===== src/rtl/pix_fetch_ctrl.sv =====
// pix_fetch_ctrl: fetches packed 2-bit pixels from a byte-wide synchronous ROM
// and streams them to the decoder with valid/ready handshaking. Each ROM byte
// carries four pixels, MSB pair first. Line and frame boundaries are flagged
// alongside each pixel.
module pix_fetch_ctrl #(
   parameter int IMG_W  = 64,
   parameter int IMG_H  = 64,
   parameter int ADDR_W = 10
) (
   input  logic              clk,
   input  logic              rst,
   input  logic              start,
   input  logic              obj_sel,
   output logic              busy,
   output logic              done,
   output logic              rom_en,
   output logic [ADDR_W-1:0] rom_addr,
   input  logic [7:0]        rom_data,
   output logic [1:0]        pix_data,
   output logic [2:0]        sel,
   output logic              pix_valid,
   input  logic              pix_ready,
   output logic              line_end,
   output logic              frame_end
);

   localparam int NBYTES = IMG_W * IMG_H / 4;
   localparam int COL_W  = (IMG_W > 1) ? $clog2(IMG_W) : 1;
   localparam int ROW_W  = (IMG_H > 1) ? $clog2(IMG_H) : 1;

   typedef enum logic [2:0] {
      S_IDLE = 3'd0,
      S_REQ  = 3'd1,
      S_WAIT = 3'd2,
      S_EMIT = 3'd3,
      S_DONE = 3'd4
   } state_t;

   state_t            state, state_nxt;
   logic              obj;
   logic [ADDR_W-1:0] addr;
   logic [COL_W-1:0]  col;
   logic [ROW_W-1:0]  row;
   logic [1:0]        pix_cnt;
   logic [7:0]        shreg;

   logic xfer;
   logic last_pix;
   logic last_byte;
   logic last_col;
   logic last_row;

   assign xfer      = (state == S_EMIT) && pix_ready;
   assign last_pix  = (pix_cnt == 2'd3);
   assign last_byte = (addr == ADDR_W'(NBYTES - 1));
   assign last_col  = (col == COL_W'(IMG_W - 1));
   assign last_row  = (row == ROW_W'(IMG_H - 1));
   assign rom_addr  = addr;

   // State register
   always_ff @(posedge clk) begin
      if (rst) state <= S_IDLE;
      else     state <= state_nxt;
   end

   // Next-state logic
   always_comb begin
      state_nxt = state;
      case (state)
         S_IDLE: if (start) state_nxt = S_REQ;
         S_REQ:  state_nxt = S_WAIT;
         S_WAIT: state_nxt = S_EMIT;
         S_EMIT: if (xfer && last_pix) state_nxt = last_byte ? S_DONE : S_REQ;
         S_DONE: state_nxt = S_IDLE;
         default: state_nxt = S_IDLE;
      endcase
   end

   // Frame counters and latched object; advance only on accepted transfers
   always_ff @(posedge clk) begin
      if (rst) begin
         obj     <= 1'b0;
         addr    <= '0;
         col     <= '0;
         row     <= '0;
         pix_cnt <= 2'd0;
      end else begin
         case (state)
            S_IDLE: begin
               if (start) begin
                  obj     <= obj_sel;
                  addr    <= '0;
                  col     <= '0;
                  row     <= '0;
                  pix_cnt <= 2'd0;
               end
            end
            S_EMIT: begin
               if (xfer) begin
                  pix_cnt <= pix_cnt + 2'd1;
                  if (last_col) begin
                     col <= '0;
                     row <= last_row ? '0 : row + 1'b1;
                  end else begin
                     col <= col + 1'b1;
                  end
                  // Address stops at the last byte so it never wraps in a frame
                  if (last_pix && !last_byte) addr <= addr + 1'b1;
               end
            end
            default: ;
         endcase
      end
   end

   // Pixel shift register: loaded from ROM in WAIT, shifted left per transfer
   always_ff @(posedge clk) begin
      if (state == S_WAIT) shreg <= rom_data;
      else if (xfer)       shreg <= {shreg[5:0], 2'b00};
   end

   // Output decode; everything is zero in IDLE
   always_comb begin
      busy      = (state != S_IDLE);
      done      = (state == S_DONE);
      rom_en    = (state == S_REQ);
      pix_valid = (state == S_EMIT);
      pix_data  = 2'b00;
      line_end  = 1'b0;
      frame_end = 1'b0;
      sel       = 3'b000;
      if (state == S_EMIT) begin
         pix_data  = shreg[7:6];
         line_end  = last_col;
         frame_end = last_col && last_row;
      end
      if (state != S_IDLE) sel = obj ? 3'b110 : 3'b111;
   end

endmodule


===== config.mk =====
export PLATFORM = sky130hd
export DESIGN_NAME = pix_fetch_ctrl
export DESIGN_NICKNAME = d
export VERILOG_FILES = /design/src/rtl/pix_fetch_ctrl.sv
export SDC_FILE = /design/constraint.sdc
export NUM_CORES = 1
export LEC_CHECK = 0
export BUFFER_PORTS_ARGS = -buffer_cell sky130_fd_sc_hd__buf_2
export CAP_MARGIN = 20
export CORE_ASPECT_RATIO = 0.5
export CORE_MARGIN = 4
export CORE_UTILIZATION = 50
export CTS_CLUSTER_DIAMETER = 200
export DETAILED_ROUTE_END_ITERATION = 7
export PLACE_DENSITY = 0.72
export SETUP_SLACK_MARGIN = 0.2
export SYNTH_ARGS = -nofsm -noshare
export SYNTH_HDL_FRONTEND = slang
export SYNTH_SLANG_ARGS = --single-unit

===== constraint.sdc =====
create_clock -name clk -period 1.88 [get_ports clk]
set_clock_uncertainty 0.05 [all_clocks]
set_input_delay 0.47 -clock clk [delete_from_list [all_inputs] [get_ports clk]]
set_output_delay 0.47 -clock clk [all_outputs]
set_load 0.1 [all_outputs]

* Yosys cells after proc, flatten, opt, wreduce, memory -nomap -nowiden
Index checks and enable logic that the tools add are counted.
** Word-level totals
- Bits in registers :: 36
- Input bits :: 13
- Output and inout port bits :: 21
- Word-level logic and storage cells :: 64
** Operators by class
- Add/sub/neg operators :: 4
- Equal/unequal tests :: 13
- Multiplexer cells :: 26
- Reduce and logical (&&, ||, !) cells :: 14
** Operators with widths (number)
- 6-bit 2-to-1 mux :: 6
- 10-bit 2-to-1 mux :: 3
- 6-bit case mux with 2 select lines :: 2
- 10-bit case mux with 2 select lines :: 1
- 8-bit 2-to-1 mux :: 2
- 6-bit by 1-bit adder with 6-bit output (second input constant) :: 2
- 6-bit equality test (second input constant) :: 2
- 3-bit 2-to-1 mux :: 4
- 3-bit case mux with 4 select lines :: 1
- 10-bit by 1-bit adder with 10-bit output (second input constant) :: 1
- 10-bit equality test (second input constant) :: 1
- 2-bit by 1-bit != test with 1-bit output (second input constant) :: 4
- 4-bit AND reduction :: 2
- 3-bit by 2-bit equality test with 1-bit output (second input constant) :: 2
- 2-bit 2-to-1 mux :: 3
- 1-bit logical AND :: 4
- 2-bit case mux with 2 select lines :: 1
- 2-bit AND reduction :: 2
- 2-bit nonzero test :: 2
- 3-bit by 1-bit equality test with 1-bit output (second input constant) :: 1
- 3-bit equality test (second input constant) :: 1
- 3-bit zero test :: 1
- 1-bit 2-to-1 mux :: 3
- 3-bit AND reduction :: 1
- 5 further kinds :: 5

* Logic depth before layout (Yosys ltp)
Gate-level depths: netlist of the first run.
- Depth in word-level cells :: 6
- Mapped depth :: 7
- Gate-level depth less buffers :: 5

* Worst setup path before layout of the first run
Ideal clock, no wire load.
- Path kind :: register to output
- Start point :: register state[2]
- End point :: output port frame_end
- Arrival :: 3147 ps
- Required time :: 1360 ps
- Slack :: -1787 ps
- Cell stages (with the launch flop) :: 6
- Buffers on the path :: 2
- Cells stage by stage :: dfxtp_1 buf_6 nand3b_2 clkbuf_1 nor2_1 and3_1
** On the way
- Cells in the longest elaborated chain, start to end :: 2
** Ends and longest elaborated chain
- start: declaration :: RTL line 39 : state_t state, state_nxt;
- start signal: assignment :: RTL line 63 : else state <= state_nxt;
- 3-bit by 2-bit equality test with 1-bit output :: RTL line 132 : if (state == S_EMIT) begin
- 1-bit 2-to-1 mux :: RTL line 132
- end: declaration :: RTL line 24 : output logic frame_end
No other way between the ends.

* Worst setup path in the final report of the first run
- Start point :: register col[0]
- End point :: output port frame_end
** On the way
- Cells in the longest elaborated chain, start to end :: 3
** Ends and longest elaborated chain
- start: declaration :: RTL line 42 : logic [COL_W-1:0] col;
- start signal: assignment :: RTL line 105 : col <= col + 1'b1;
- 6-bit equality test :: RTL line 56 : assign last_col = (col == COL_W'(IMG_W - 1));
- 1-bit logical AND :: RTL line 135 : frame_end = last_col && last_row;
- 1-bit 2-to-1 mux :: RTL line 132
No other way between the ends.

==> run_results.csv, run 1 <==
group,metric,value,unit
run_status,status,"finished, violations left",
run_status,violations,"negative setup slack",
synthesis,synth_cell_types,49,
critical_path,startpoint_type,"flip-flop",
critical_path,slowest_stage,"dfxtp_2",
hold_path,worstHoldStart,"obj_sel",
synthesis,mappedNetlistArea,1910,um^2
cells_and_area,nFillCells,170,
floorplanning,initial_core_util,0.539,
global_routing,grt_pass1_vias,1828,
drt,drt_iter0_markers,279,
critical_path,rrSetupSlack,-0.14,ns
pwr,power.density,655,nW/um^2
drt,wire_per_inst,21.7,um
floorplanning,die_w,95.5,um
cells_and_area,fin_nets,304,
pwr,ir_drop,705,uV
floorplanning,ios,34,
drt,vias,2261,
critical_path,timing.rr.start,"col[0]$_SDFFE_PP0P_",
synthesis,synth_enable_flop_cells,8,
sta,finalHoldViolations,0,
cells_and_area,area_delta_synth_final,61.5,%
synthesis,ys_warn_count,0,
hold_path,min_path_type,"primary input to flip-flop",
cells_and_area,final_cells,339,
pwr,power.total,2.02,mW
synthesis,synth-compound-area-share,0.190,
sta,relSlewSlack,0.669,
clock_tree,cts_htree_levels,2,
critical_path,r2r-end,"row[2]$_SDFFE_PP0P_",
job,max-cap-violations,0,
critical_path,slowest_delay,0.37,ns
critical_path,ff2ff_path_depth,7,
sta,worst_hold_slack,0.373,ns
floorplanning,fp.coreArea,3550,um^2
floorplanning,die_h,51.7,um
global_routing,grt_first_pass_wirelength,8820,um
sta,rsz0062_at_grt,"yes",
floorplanning,rows,15,
drt,postRouteAntennaNets,0,
drt,wl,7340,um
clock_tree,clk_latency,0.29,ns
synthesis,synth-seq-cells,36,
critical_path,path_buf_inv,1,
critical_path,crit_type,"flip-flop to output port",
clock_tree,clockBufferDepth,2,
synthesis,synth_mux_area_frac,0.0510,
clock_tree,tritoncts,"yes",
synthesis,yosysTopAreaCell,"dfxtp_1",
placement,gp_congestion,0.870,
sta,tightestPinTransition,0.495,ns
sta,period_share,1.14,
sta,max_freq,467,MHz
critical_path,cp_num_cells,6,
placement,port_buffers,33,
cells_and_area,drive_gt1_frac,0.542,
clock_tree,cts_num_sinks,36,
synthesis,synthXorXnorAreaFrac,0,
global_routing,antenna_found_initial,0,
clock_tree,cts_buffers,5,
global_routing,grt.total_usage,0.233,
synthesis,yosys.area_share.simple,0.261,
cells_and_area,antennaDiodeCount,0,
hold_path,min_path_cells,3,
drt,via_per_inst,6.67,
placement,place_inst,292,
floorplanning,dieArea,4940,um^2
global_routing,grt_remaining_overflow,0,
critical_path,worst_ep_arrival_time,1.62,ns
placement,hpwlAfterDp,3280,um
sta,finalCriticalPeriod,2.14,ns
synthesis,synthAdderAreaFrac,0.0262,
critical_path,end_kind,"output port",
critical_path,cp_cell_sequence,"ha_4 > and3_4 > nand3_4 > nor2_4 > and3_4 > buf_12",
sta,setup_ws,-0.260,ns
clock_tree,clk_pin_slew,0.07,ns
clock_tree,root_buffer,"clkbuf_8",
critical_path,cp_common_cell,"and3_4",
critical_path,critPathMaxFanout,2,
critical_path,required,1.36,ns
synthesis,synth_seq_area_share,0.419,
hold_path,min_to,"obj$_SDFFE_PP0P_",
synthesis,synthCells,207,
sta,setup_viol,17,
synthesis,synth_fp_nets,224,
synthesis,synth_top_family_by_area,"simple AND/OR/NAND/NOR gates",
global_routing,grt_max_degree,24,
synthesis,synth-main-ff-cell,"dfxtp_1",
synthesis,synth_top_cells_by_area,"dfxtp_1, edfxtp_1, a21oi_1, mux2_2, and2_1",
clock_tree,hold_buffers,0,
pwr,p_leak,1.22,nW
critical_path,critPathTopFamily,"simple AND/OR/NAND/NOR gates",
synthesis,synth_top_area_frac,0.293,
drt,drc,0,
sta,drv_slew,0,
synthesis,async_reset_ff_frac,0,
drt,firstDrtPassIters,5,
synthesis,synth_area_per_cell,9.24,um^2
==> worst register-to-register path: stages (launching register included) <==
cell,delay (ns)
dfxtp_2,0.37
ha_4,0.16
and3_4,0.21
buf_4,0.13
a31oi_1,0.19
buf_4,0.23
or4_4,0.48
a21oi_2,0.15
==> flip-flops by register name, summed over array words and instances (netlist names) <==
register  flops
shreg         8
state         3
rom_addr     10
pix_cnt       2
row           6
obj           1
col           6
==> per-stage QoR <==
| step | util | setup TNS, ns | cell area, um^2 | setup WS [ns] |
|---|---|---|---|---|
| after global routing | 0.871 | -2.27 | 3090 | -0.301 |
| final | 0.871 | -1.38 | 3090 | -0.260 |
| after floorplan | - | -3.04 | 2070 | -0.398 |
| after global placement | 0.690 | 0 | 2450 | 0.0627 |
| after CTS | 0.797 | -0.314 | 2830 | -0.174 |
| after detailed placement | 0.690 | 0 | 2450 | 0.0126 |
==> cells in the mapped netlist (all sizes together) (3+ instances only) <==
library cell,count
a21oi,18
and4,5
inv,5
nand2,11
and3,6
dfxtp,28
nand2b,3
nand4,3
mux2i,3
mux2,6
ha,4
a211oi,3
nor3b,3
clkbuf,7
or4,6
buf,8
a31oi,5
nor2,10
a311oi,3
nand3,10
o21ai,9
and2,8
or3,5
o31ai,5
edfxtp,8
==> cell usage in the layout (no fill, tap or decap), drive strengths merged, types with 6 or more instances in the layout <==
master and instances:
dfxtp 28, and2 8, and3 6, a21oi 18, buf 84, nand3 10, edfxtp 8, mux2 6
nand2 11, or4 6, o21ai 9, clkbuf 10, nor2 10
==> cell families (layout without fill, tap and decap cells) <==
kind of cell	Yosys count	in the layout
compound gates	56	56
fa+ha+maj	4	4
buf+inv	20	100
flops	36	36
mux	9	9
simple gates	82	83
==> metal layers <==
| metal | vias up | global-route usage | routed length [um] |
|---|---|---|---|
| met5 | - | 0 | 0 |
| met4 | 0 | 0.0566 | 325 |
| met3 | 51 | 0.0578 | 756 |
| met2 | 182 | 0.414 | 3320 |
| met1 | 1077 | 0.287 | 2950 |
| li1 | 951 | - | - |
==> worst max path at each step <==
stage,endpoint,start
final,frame_end,col[0]$_SDFFE_PP0P_
after detailed placement,col[5]$_SDFFE_PP0P_,start
after global placement,col[5]$_SDFFE_PP0P_,start
after CTS,frame_end,col[0]$_SDFFE_PP0P_
after global routing,frame_end,col[0]$_SDFFE_PP0P_
after floorplan,frame_end,col[1]$_SDFFE_PP0P_
==> where the power goes <==
part           internal, mW  switching, mW  total, mW
clock                 0.258          0.286      0.544
combinational         0.281          0.359      0.640
sequential            0.817         0.0219      0.839
==> cell type report <==
type	count	area, um^2	area share
multi-input combinational	152	1270	0.412
tap	51	63.8	0.0207
clock buffer	7	76.3	0.0247
sequential	36	825	0.267
inverter	5	22.5	0.00729
clock inverter	1	3.75	0.00122
timing repair buffer	87	827	0.268
==> repair_timing <==
| item | in CTS | in global routing |
|---|---|---|
| cloned | 0 | 1 |
| pin swaps | 18 | 22 |
| setup endpoints to repair | 29 | 43 |
| resized for setup | 36 | 37 |
| setup buffers | 23 | 15 |
Note: power is estimated with default switching activity, not from simulation.
==> run 2, diff against run 1 <==
==> config.mk (replaced) <==
export PLATFORM = sky130hd
export DESIGN_NAME = pix_fetch_ctrl
export DESIGN_NICKNAME = d
export VERILOG_FILES = /design/src/rtl/pix_fetch_ctrl.sv
export SDC_FILE = /design/constraint.sdc
export NUM_CORES = 1
export LEC_CHECK = 0
export CAP_MARGIN = 20
export CORE_ASPECT_RATIO = 0.5
export CORE_MARGIN = 4
export CORE_UTILIZATION = 52
export CTS_CLUSTER_DIAMETER = 100
export DETAILED_ROUTE_END_ITERATION = 7
export DONT_BUFFER_PORTS = 1
export PLACE_DENSITY = 0.67
export SETUP_SLACK_MARGIN = 0.2
export SYNTH_ARGS = -nofsm -noshare
export SYNTH_HDL_FRONTEND = slang
export SYNTH_SLANG_ARGS = --single-unit
==> run_results.csv, run 2 (synthesis gave the netlist of run 1 again) <==
group,metric,value,unit
clock_tree,clk_latency,0.30,ns
cells_and_area,final_cell_area,3180,um^2
critical_path,critPathMaxFanout,2,
floorplanning,die_w,93.8,um
clock_tree,hold_buffers,0,
sta,finalCriticalPeriod,2.07,ns
critical_path,slowest_stage,"dfxtp_4",
critical_path,slowest_delay,0.37,ns
hold_path,min_path_cells,1,
sta,relSlewSlack,0.665,
cells_and_area,layout_commonest_cell,"buf_4",
clock_tree,cts_htree_levels,2,
critical_path,required,1.36,ns
sta,worst_hold_slack,0.166,ns
clock_tree,tritoncts,"yes",
sta,setup_viol,10,
cells_and_area,drive_gt1_frac,0.572,
pwr,p_leak,1.21,nW
critical_path,rrSetupSlack,-0.05,ns
placement,place_inst,273,
drt,vias,2213,
sta,drv_slew,0,
run_status,status,"finished, violations left",
drt,postRouteAntennaNets,0,
clock_tree,cts_num_sinks,36,
clock_tree,clk_pin_slew,0.07,ns
critical_path,crit_type,"flip-flop to output port",
pwr,ir_drop,630,uV
cells_and_area,fin_nets,294,
floorplanning,ios,34,
sta,finalSetupTns,-0.718,ns
cells_and_area,final_util,0.910,
critical_path,cp_common_cell,"and3_4",
sta,setup_ws,-0.195,ns
cells_and_area,largest_reg_flops,10,
global_routing,grt_pass1_vias,1813,
drt,wl,8000,um
floorplanning,initial_core_util,0.548,
critical_path,worst_ep_arrival_time,1.55,ns
placement,port_buffers,0,
sta,finalHoldViolations,0,
placement,place_ws,0.0104,ns
cells_and_area,area_delta_synth_final,66.1,%
pwr,power.total,2.14,mW
global_routing,grt_remaining_overflow,0,
sta,tightestPinTransition,0.490,ns
placement,place_area,2290,um^2
critical_path,cp_cell_sequence,"ha_4 > and3_4 > nand3_4 > nor2_4 > and3_4 > buf_12",
floorplanning,die_h,50.9,um
job,max-cap-violations,0,
hold_path,min_path_type,"primary input to flip-flop",
clock_tree,root_buffer,"clkbuf_8",
critical_path,ff2ff_path_depth,6,
placement,hpwlAfterDp,3440,um
global_routing,grt.total_usage,0.241,
drt,firstDrtPassIters,5,
placement,gp_congestion,0.898,
global_routing,grt_max_degree,24,
critical_path,startpoint_type,"flip-flop",
sta,rsz0062_at_grt,"yes",
cells_and_area,final_cells,329,
floorplanning,rows,15,
drt,drc,0,
drt,wire_per_inst,24.3,um
sta,max_freq,482,MHz
critical_path,end_kind,"output port",
cells_and_area,antennaDiodeCount,0,
floorplanning,dieArea,4770,um^2
sta,period_share,1.10,
pwr,power.density,673,nW/um^2
floorplanning,fp.coreArea,3490,um^2
global_routing,grt_first_pass_wirelength,8780,um
run_status,violations,"negative setup slack",
drt,drt_iter0_markers,214,
cells_and_area,final_cell_mix,"buf_4, buf_6, dfxtp_1",
drt,via_per_inst,6.73,
clock_tree,clockBufferDepth,2,
clock_tree,cts_buffers,5,
global_routing,antenna_found_initial,0,
cells_and_area,nFillCells,134,
run 2: cell count changes in the layout (fill, tap and decap cells not counted), sizes merged:
cell    before  now
clkbuf      10    6
bufinv       0    1
buf         84   77
run 2: path summary, 6_finish.rpt:
kind / start / endpoint
worst max-delay path: col[0]$_SDFFE_PP0P_ / frame_end
worst max register to register: state[2]$_SDFFE_PP0P_ / rom_addr[5]$_SDFFE_PP0P_
worst min register to register: pix_cnt[1]$_SDFFE_PP0P_ / pix_cnt[1]$_SDFFE_PP0P_
worst min-delay path: rst / rom_addr[1]$_SDFFE_PP0P_
run 2: final cells by class:
type                            instances  area (um^2)  share of cell area
Clock buffer                            6         72.6              0.0228
Tap cell                               51         63.8              0.0201
Sequential cell                        36          830               0.261
Multi-Input combinational cell        152         1360               0.427
Inverter                                5         22.5             0.00709
Timing Repair Buffer                   77          798               0.251
Clock inverter                          2         35.0              0.0110
run 2: report_power, final:
part | switching (mW) | leakage [nW] | internal, mW
registers | 0.0225 | 0.309 | 0.815
clock network | 0.303 | 0.0552 | 0.394
logic | 0.352 | 0.849 | 0.252
run 2: repair_timing:
| action | 4_1_cts | 5_1_grt |
|---|---|---|
| setup buffers | 23 | 24 |
| gates resized for setup | 33 | 69 |
| gates cloned | 0 | 1 |
| endpoints found under the setup margin | 23 | 33 |
| pin swaps | 12 | 34 |
| hold endpoints to repair | 0 | 0 |
run 2: critical path, delay by kind of cell, from the launching register on:
family | cells | cell delay [ns]
flip-flops | 1 | 0.37
buffers and inverters | 1 | 0.17
AND/OR/NAND/NOR | 4 | 0.59
adder cells (fa/ha/maj) | 1 | 0.13
run 2: layer usage:
layer | track usage | wire length, um | vias to the layer above
met5 | 0 | 0 | -
met4 | 0.0719 | 329 | 0
met3 | 0.0956 | 953 | 42
met2 | 0.351 | 3560 | 184
met1 | 0.329 | 3150 | 1060
li1 | - | - | 927
